--- src/rtl/pc_pkg.sv ---
// Shared constants for the PC / instruction-fetch slice.
// The ROM image is a fixed, index-dependent pattern, so every word can be identified.
package pc_pkg;

   localparam logic [31:0] NOP_WORD      = 32'h0000_0000;
   localparam int          PC_STEP       = 4;
   localparam logic [31:0] DEF_RESET_VEC = 32'h0000_0000;

   function automatic logic [31:0] rom_word(input logic [31:0] idx);
      return 32'hDEAD_0000 ^ (idx * 32'h0001_0101);
   endfunction

endpackage

--- src/rtl/pc_fetch_unit_if.sv ---
// Fetch-stage bus: redirect/stall controls in, PC and IF/ID contents out.
interface pc_fetch_unit_if #(
   parameter int ADDR_W  = 32,
   parameter int INSTR_W = 32,
   parameter int CNT_W   = 16
);
   logic               Stall;
   logic               Redir;
   logic [ADDR_W-1:0]  Redir_Addr;
   logic [ADDR_W-1:0]  Pc;
   logic [ADDR_W-1:0]  If_Pc;
   logic [INSTR_W-1:0] If_Instr;
   logic               If_Valid;
   logic [CNT_W-1:0]   Fetch_Cnt;

   modport master (
      output Stall, Redir, Redir_Addr,
      input  Pc, If_Pc, If_Instr, If_Valid, Fetch_Cnt
   );

   modport slave (
      input  Stall, Redir, Redir_Addr,
      output Pc, If_Pc, If_Instr, If_Valid, Fetch_Cnt
   );
endinterface

--- src/rtl/pc_fetch_unit_im_rom.sv ---
// Instruction ROM with combinational read; word i is pc_pkg::rom_word(i).
module im_rom
   import pc_pkg::*;
#(
   parameter int IM_AW   = 6,
   parameter int INSTR_W = 32
) (
   input  logic [IM_AW-1:0]   i_addr,
   output logic [INSTR_W-1:0] o_word
);

   logic [INSTR_W-1:0] w_rom [2**IM_AW];

   for (genvar g = 0; g < 2**IM_AW; g++) begin : g_rom
      assign w_rom[g] = INSTR_W'(rom_word(32'(g)));
   end

   assign o_word = w_rom[i_addr];

endmodule

--- src/rtl/pc_fetch_unit.sv ---
// Program counter plus IF/ID register; redirect beats stall beats sequential fetch.
module pc_fetch_unit
   import pc_pkg::*;
#(
   parameter int               ADDR_W    = 32,
   parameter int               INSTR_W   = 32,
   parameter int               IM_AW     = 6,
   parameter logic [ADDR_W-1:0] RESET_VEC = ADDR_W'(DEF_RESET_VEC),
   parameter int               CNT_W     = 16
) (
   input  logic            Clk,
   input  logic            Rst,
   pc_fetch_unit_if.slave  bus
);

   logic [ADDR_W-1:0]  r_pc;
   logic [ADDR_W-1:0]  r_if_pc;
   logic [INSTR_W-1:0] r_if_instr;
   logic               r_if_valid;
   logic [CNT_W-1:0]   r_fetch_cnt;

   logic [ADDR_W-1:0]  w_pc_inc;
   logic [ADDR_W-1:0]  w_redir_pc;
   logic [INSTR_W-1:0] w_rom_word;
   logic               w_unused;

   im_rom #(
      .IM_AW   (IM_AW),
      .INSTR_W (INSTR_W)
   ) u_im_rom (
      .i_addr (r_pc[IM_AW+1:2]),
      .o_word (w_rom_word)
   );

   assign w_pc_inc   = r_pc + ADDR_W'(PC_STEP);
   // Targets are word aligned by construction; the low byte-offset bits are dropped.
   assign w_redir_pc = {bus.Redir_Addr[ADDR_W-1:2], 2'b00};
   assign w_unused   = &{1'b0, bus.Redir_Addr[1:0]};

   always_ff @(posedge Clk or posedge Rst) begin
      if (Rst) begin
         r_pc        <= RESET_VEC;
         r_if_pc     <= RESET_VEC;
         r_if_instr  <= INSTR_W'(NOP_WORD);
         r_if_valid  <= 1'b0;
         r_fetch_cnt <= '0;
      end else if (bus.Redir) begin
         r_pc        <= w_redir_pc;
         r_if_pc     <= r_pc;
         r_if_instr  <= INSTR_W'(NOP_WORD);
         r_if_valid  <= 1'b0;
      end else if (!bus.Stall) begin
         r_pc        <= w_pc_inc;
         r_if_pc     <= r_pc;
         r_if_instr  <= w_rom_word;
         r_if_valid  <= 1'b1;
         r_fetch_cnt <= r_fetch_cnt + CNT_W'(1);
      end
   end

   assign bus.Pc        = r_pc;
   assign bus.If_Pc     = r_if_pc;
   assign bus.If_Instr  = r_if_instr;
   assign bus.If_Valid  = r_if_valid;
   assign bus.Fetch_Cnt = r_fetch_cnt;

endmodule

--- src/flat_wrapper.sv ---
// flat-port wrapper written by rule: the top's interface ports become plain ports
module pc_fetch_unit_flat import pc_pkg::*;
#(
   parameter int               ADDR_W    = 32,
   parameter int               INSTR_W   = 32,
   parameter int               IM_AW     = 6,
   parameter logic [ADDR_W-1:0] RESET_VEC = ADDR_W'(DEF_RESET_VEC),
   parameter int               CNT_W     = 16
)
  (Clk, Rst, bus_Stall, bus_Redir, bus_Redir_Addr, bus_Pc, bus_If_Pc, bus_If_Instr, bus_If_Valid, bus_Fetch_Cnt);
  pc_fetch_unit_if #(.ADDR_W(ADDR_W), .INSTR_W(INSTR_W), .CNT_W(CNT_W)) bus_i ();
  input  logic Clk;
  input  logic Rst;
  input wire logic [$bits(bus_i.Stall)-1:0] bus_Stall;
  input wire logic [$bits(bus_i.Redir)-1:0] bus_Redir;
  input wire logic [$bits(bus_i.Redir_Addr)-1:0] bus_Redir_Addr;
  output wire logic [$bits(bus_i.Pc)-1:0] bus_Pc;
  output wire logic [$bits(bus_i.If_Pc)-1:0] bus_If_Pc;
  output wire logic [$bits(bus_i.If_Instr)-1:0] bus_If_Instr;
  output wire logic [$bits(bus_i.If_Valid)-1:0] bus_If_Valid;
  output wire logic [$bits(bus_i.Fetch_Cnt)-1:0] bus_Fetch_Cnt;
  assign bus_i.Stall = bus_Stall;
  assign bus_i.Redir = bus_Redir;
  assign bus_i.Redir_Addr = bus_Redir_Addr;
  assign bus_Pc = bus_i.Pc;
  assign bus_If_Pc = bus_i.If_Pc;
  assign bus_If_Instr = bus_i.If_Instr;
  assign bus_If_Valid = bus_i.If_Valid;
  assign bus_Fetch_Cnt = bus_i.Fetch_Cnt;
  pc_fetch_unit #(.ADDR_W(ADDR_W), .INSTR_W(INSTR_W), .IM_AW(IM_AW), .RESET_VEC(RESET_VEC), .CNT_W(CNT_W)) u_core (.Clk(Clk), .Rst(Rst), .bus(bus_i));
endmodule
--- config.mk ---
export PLATFORM = sky130hd
export DESIGN_NAME = pc_fetch_unit_flat
export DESIGN_NICKNAME = d
export VERILOG_FILES = /design/src/rtl/pc_pkg.sv /design/src/rtl/pc_fetch_unit_if.sv /design/src/rtl/pc_fetch_unit_im_rom.sv /design/src/rtl/pc_fetch_unit.sv /design/src/flat_wrapper.sv
export SDC_FILE = /design/constraint.sdc
export NUM_CORES = 1
export LEC_CHECK = 0
export CAP_MARGIN = 30
export CORE_ASPECT_RATIO = 1.2
export CORE_MARGIN = 5
export CORE_UTILIZATION = 42
export CTS_BUF_LIST = sky130_fd_sc_hd__clkbuf_4 sky130_fd_sc_hd__clkbuf_8
export CTS_CLUSTER_DIAMETER = 80
export DETAILED_ROUTE_END_ITERATION = 8
export GPL_ROUTABILITY_DRIVEN = 0
export PLACE_DENSITY = 0.82
export SETUP_SLACK_MARGIN = 0.3
export SYNTH_ARGS = -nofsm -noshare
export SYNTH_HDL_FRONTEND = slang
export SYNTH_SLANG_ARGS = --single-unit
--- constraint.sdc ---
create_clock -name Clk -period 2.3 [get_ports Clk]
set_input_delay 0.23 -clock Clk [delete_from_list [all_inputs] [get_ports Clk]]
set_output_delay 0.23 -clock Clk [all_outputs]
set_load 0.01 [all_outputs]
**After elaboration in Yosys (flattened, before gate mapping)**

Memories as Yosys holds them, arrays and structs flattened.
Cells that the tools add are included.
Widths: inputs -> output; s select.

- Logic and storage cells: 24
- ROM bits: 2048
- Bits of input ports: 36
- Register bits: 113
- Memories: 1

Memory list:

| name | words | width | rd ports | clocked after Yosys merged registers in | write ports | RTL line | text |
|---|---|---|---|---|---|---|---|
| (name not given) | 64 | 32 | 1 | 0 | 0 | pc_fetch_unit_im_rom.sv:18 | `assign o_word = w_rom[i_addr];` |

- $add $sub $neg: 2
- Reductions and logical operators: 1
- Muxes and demuxes: 10
- Magnitude comparators: 1
- Bitwise logic cells: 3
- Eq/ne operators: 1

Operator list:

| kind | count |
|---|---|
| $mux 32 | 8 |
| $add 32x3->32 const B | 1 |
| $add 16x1->16 const B | 1 |
| $ge 7x7->1 const B | 1 |
| $not 6->7 | 1 |
| $mux 1 | 2 |
| $ne 2x1->1 const B | 1 |
| $not 1->1 | 2 |
| $reduce_and 2->1 | 1 |

**Logic depth before layout (Yosys ltp)**

- Depth after elaboration: 6
- Depth in mapped cells: 7
- Mapped depth without buffers: 5

**Cells and area by module**

From an unflattened synthesis, not the netlist that was laid out.

- Cell total of the unflattened synthesis: 479
- Area total of the unflattened synthesis: 5156.2 sq um

By module, submodules not included:

| module | sequential area each (sq um) | instances | cells each | area each (sq um) |
|---|---|---|---|---|
| pc_fetch_unit | 2727.6 | 1 | 445 | 4923.5 |
| im_rom | 0.0 | 1 | 34 | 232.7 |

**Least setup slack after synthesis**

Ideal clock, no wire load.

- Path type: register to register
- Start: register u_core.r_pc[3] (netlist: u_core.bus.Pc[3])
- End: register u_core.r_pc[30] (netlist: u_core.bus.Pc[30])
- Period minus slack after synthesis: 1940 ps
- Arrival: 1814 ps
- Setup slack: 360 ps
- Stages on the path, launching flop included: 7
- Buffers on the path: 1
- Data required time: 2174 ps
- Cells stage by stage: dfrtp_1 ha_1 nand4b_2 or2_4 buf_6 o41a_1 a221o_1

- Cells in the longest elaborated chain, start to end: 3

Ends and longest elaborated chain:

| item | RTL line | text |
|---|---|---|
| start, declared | pc_fetch_unit.sv:16 | `logic [ADDR_W-1:0] r_pc;` |
| start signal, assigned | pc_fetch_unit.sv:48 | `r_pc <= w_redir_pc;` |
| start signal, assigned | pc_fetch_unit.sv:53 | `r_pc <= w_pc_inc;` |
| $add 32x3->32 | pc_fetch_unit.sv:35 | `assign w_pc_inc = r_pc + ADDR_W'(PC_STEP);` |
| $mux 32 | pc_fetch_unit.sv:52 | `end else if (!bus.Stall) begin` |
| $mux 32 | pc_fetch_unit.sv:47 | `end else if (bus.Redir) begin` |

Every way passes these cells. The select of a mux whose other input is x is not followed.
A chain may end at the register's enable or synchronous reset.

**Worst setup path in the final report**

- Start: register u_core.r_pc[2] (netlist: u_core.bus.Pc[2])
- End: register u_core.r_pc[30] (netlist: u_core.bus.Pc[30])

Same word-level chain as after synthesis.

==> run summary <==
Hold depth: 3
Syn Std Cell Area: 0.00421 mm²
Buffer levels on the longest clock path: 2
Reg2reg path depth: 5
Vias: 3401
Max_slew headroom: 0.560
Rows: 40
1st-iter DRT viols: 157
HP Start: bus_Redir
Tcrit/Tclk final: 0.832
Die ar.: 0.0121 mm²
Detailed Routing Iterations Pass 1: 4
Synth Instances: 395
Worst skew pair latency: 360 ps
WP data required: 2540 ps
Met1 GRT Util: 0.224
Core area: 0.00991 mm²
Total design power: 4.07 mW
Worst Hold Path EP: u_core.bus.Pc[23]
Crit-path cells: ha_1 -> nand4b_2 -> or2_4 -> o41a_1 -> a221o_1
Fmax: 0.523 GHz
Slowest CP cell: dfrtp_2
Post-Route WL: 10800 µm
Synth area leaders: dfrtp_1, mux2_2, buf_4
Worst EP arrival: 2150 ps
Nets: 555
All-Layer GR Usage: 0.181
Fin. max-slew vios: 0
Final setup viols: 0
Reg2Reg Setup Slack: 390 ps
Initial antenna violation count: 0
Routing usage on met3: 0.0558
RSZ-0062 raised after global routing: yes
Max-cap violation count: 0
Reg-to-Reg Start: u_core.bus.Pc[2]
CTS tree: yes
Worst Clk Skew: 10.3 ps
Die width: 101 µm
Startpoint types: flip-flop
Vias in the first global route: 3439
Ratio of cells with drive above 1 in the final layout: 0.136
Clk pin slew, worst setup/hold paths: 80 ps
Clock sink count: 87
N_diodes: 0
Ys async rst share: 1.00
Sequential share of the synthesized area: 0.517
Slowest cell delay on critical path: 440 ps
Final Hold Fails: 0
Final min period: 1910 ps
Top Usage Layer GRT: met2
Post-synth EDFFs: 0
Post-route ant nets: 0
Worst-margin pin slew: 659 ps
VDD IR max: 0.525 mV
Status: finished, final reports clean
Largest net degree at the start of global routing: 43
H-Tree Depth: 3
IO buf count: 135
Syn_area_per_cell: 10.7 µm²
Setup tns final: 0 ps
Met2 Usage GRT: 0.298
DRC: 0
Total CTS buffers: 9
Die Y: 120 µm
Multi-input gate area: 0.00179 mm²
RR Endpoint: u_core.bus.Pc[30]
Average wire per standard cell: 16.7 µm
Synth Register Bits: 87
Ys flop type: dfrtp_1
Crit Path Max Fanout: 12
Hold Path Class: primary input to flip-flop
Worst Setup End Kind: flip-flop
Io pins: 149
Setup Buffers After CTS: 0
Reg area: 0.00218 mm²
Global route overflow: 0
Post-DP HPWL: 7930 µm
Fill count: 819
Yosys synthesis warning count: 0
Leak: 2.42 nW
First-pass GRT wire length: 17400 µm
Syn-to-layout area delta: 38.7%
WS Path Type: flip-flop to flip-flop
Synth top area share: 0.517
Yosys cell types: 40
Pwr Density: 696 mW/mm²
Cell taking the most area after synthesis: dfrtp_1
CTS Root Cell: clkbuf_8
Vias per std cell: 5.25
Initial Util: 0.425
## through the flow
stage | cell area [µm²] | hold WS [ps] | worst slack [ps] | instances | utilization
finish | 5850 | 280 | 386 | 648 | 0.590
global route | 5850 | 279 | 298 | 648 | 0.590
CTS | 5840 | 267 | 304 | 648 | 0.590
detailed placement | 5610 | 462 | 23.7 | 632 | 0.566
global placement | 5610 | 461 | 104 | 632 | 0.566
floorplan | 4260 | 350 | 360 | 405 | -
## state kept, by name (all words and copies together), names as in the netlist
signal / flops
u_core.bus.Pc: 30
u_core.bus.If_Pc: 30
u_core.bus.If_Instr: 11
u_core.bus.Fetch_Cnt: 16
## routing by layer
layer  vias up  routed length [µm]
met4         0                 110
li1       1612                   -
met3         8                 844
met2       121                5590
met5         -                   0
met1      1660                4290
## cell type report
type | count | share of cell area
Clock buffer | 11 | 0.0248
Clock inverter | 5 | 0.0139
Inverter | 4 | 0.00321
Multi-Input combinational cell | 268 | 0.306
Sequential cell | 87 | 0.373
Tap cell | 126 | 0.0270
Timing Repair Buffer | 147 | 0.252
## synth_stat cells, drive strengths merged, types with 9 or more instances
master  number
buf         35
dfrtp       87
nor2        28
xnor2       13
or4          9
nand2       39
xor2        15
mux2        30
clkbuf      11
nand4       13
o21ai       17
nand3       18
## how the worst max path moves through the flow
stage | from | endpoint | depth (start not counted)
floorplan | u_core.bus.Pc[3] | u_core.bus.Pc[30] | 6
CTS | u_core.bus.Pc[2] | u_core.bus.Pc[30] | 5
detailed placement | bus_Stall | u_core.bus.Pc[25] | 5
finish | u_core.bus.Pc[2] | u_core.bus.Pc[30] | 5
global route | u_core.bus.Pc[18] | u_core.bus.Pc[30] | 4
global placement | bus_Stall | u_core.bus.Pc[31] | 5
## logic make-up (layout without fill, tap and decap cells)
family                     Yosys count  count (layout)  synth area share
DFF                                 87              87             0.517
buffers and inverters               50             167            0.0713
muxes                               36              36            0.0944
AOI/OAI and AO/OA                   48              48            0.0736
and+or+nand+nor                    143             143             0.179
xor gates and xnor gates            28              28            0.0582
other                                1              11          0.000890
adders and majority gates            2               2           0.00594
## critical path: cells and delay by family (launching register included)
| family | cells | cell delay (ps) |
|---|---|---|
| compound gates | 2 | 680 |
| flops | 1 | 440 |
| fa+ha+maj | 1 | 200 |
| simple gates | 2 | 490 |
## layout by cell type, fill, tap and decap left out, drive strengths merged, types with 3 or more instances in the layout
cell           instances
a21oi                  5
a31oi                  8
and3                   7
and4                   7
buf                   13
clkbuf                11
clkdlybuf4s50        134
conb                  11
dfrtp                 87
inv                    3
mux2                  30
mux2i                  6
nand2                 39
nand3                 18
nand4                 13
nor2                  28
nor2b                  5
nor3                   6
o211ai                 3
o21ai                 17
o311ai                 7
o31ai                  6
or2                    5
or4                    9
xnor2                 13
xor2                  15
## power by group
group | internal, mW | leakage [nW] | switching (mW)
Clock | 0.654 | 0.113 | 0.538
Sequential | 1.71 | 1.07 | 0.201
Combinational | 0.572 | 1.24 | 0.397
Total | 2.93 | 2.42 | 1.14
## repair_timing
item	CTS	global route
hold endpoints to repair	0	0
resized for setup	1	2
setup endpoints to repair	4	7
hold buffers	0	0
(Power assumes the default switching activity.)
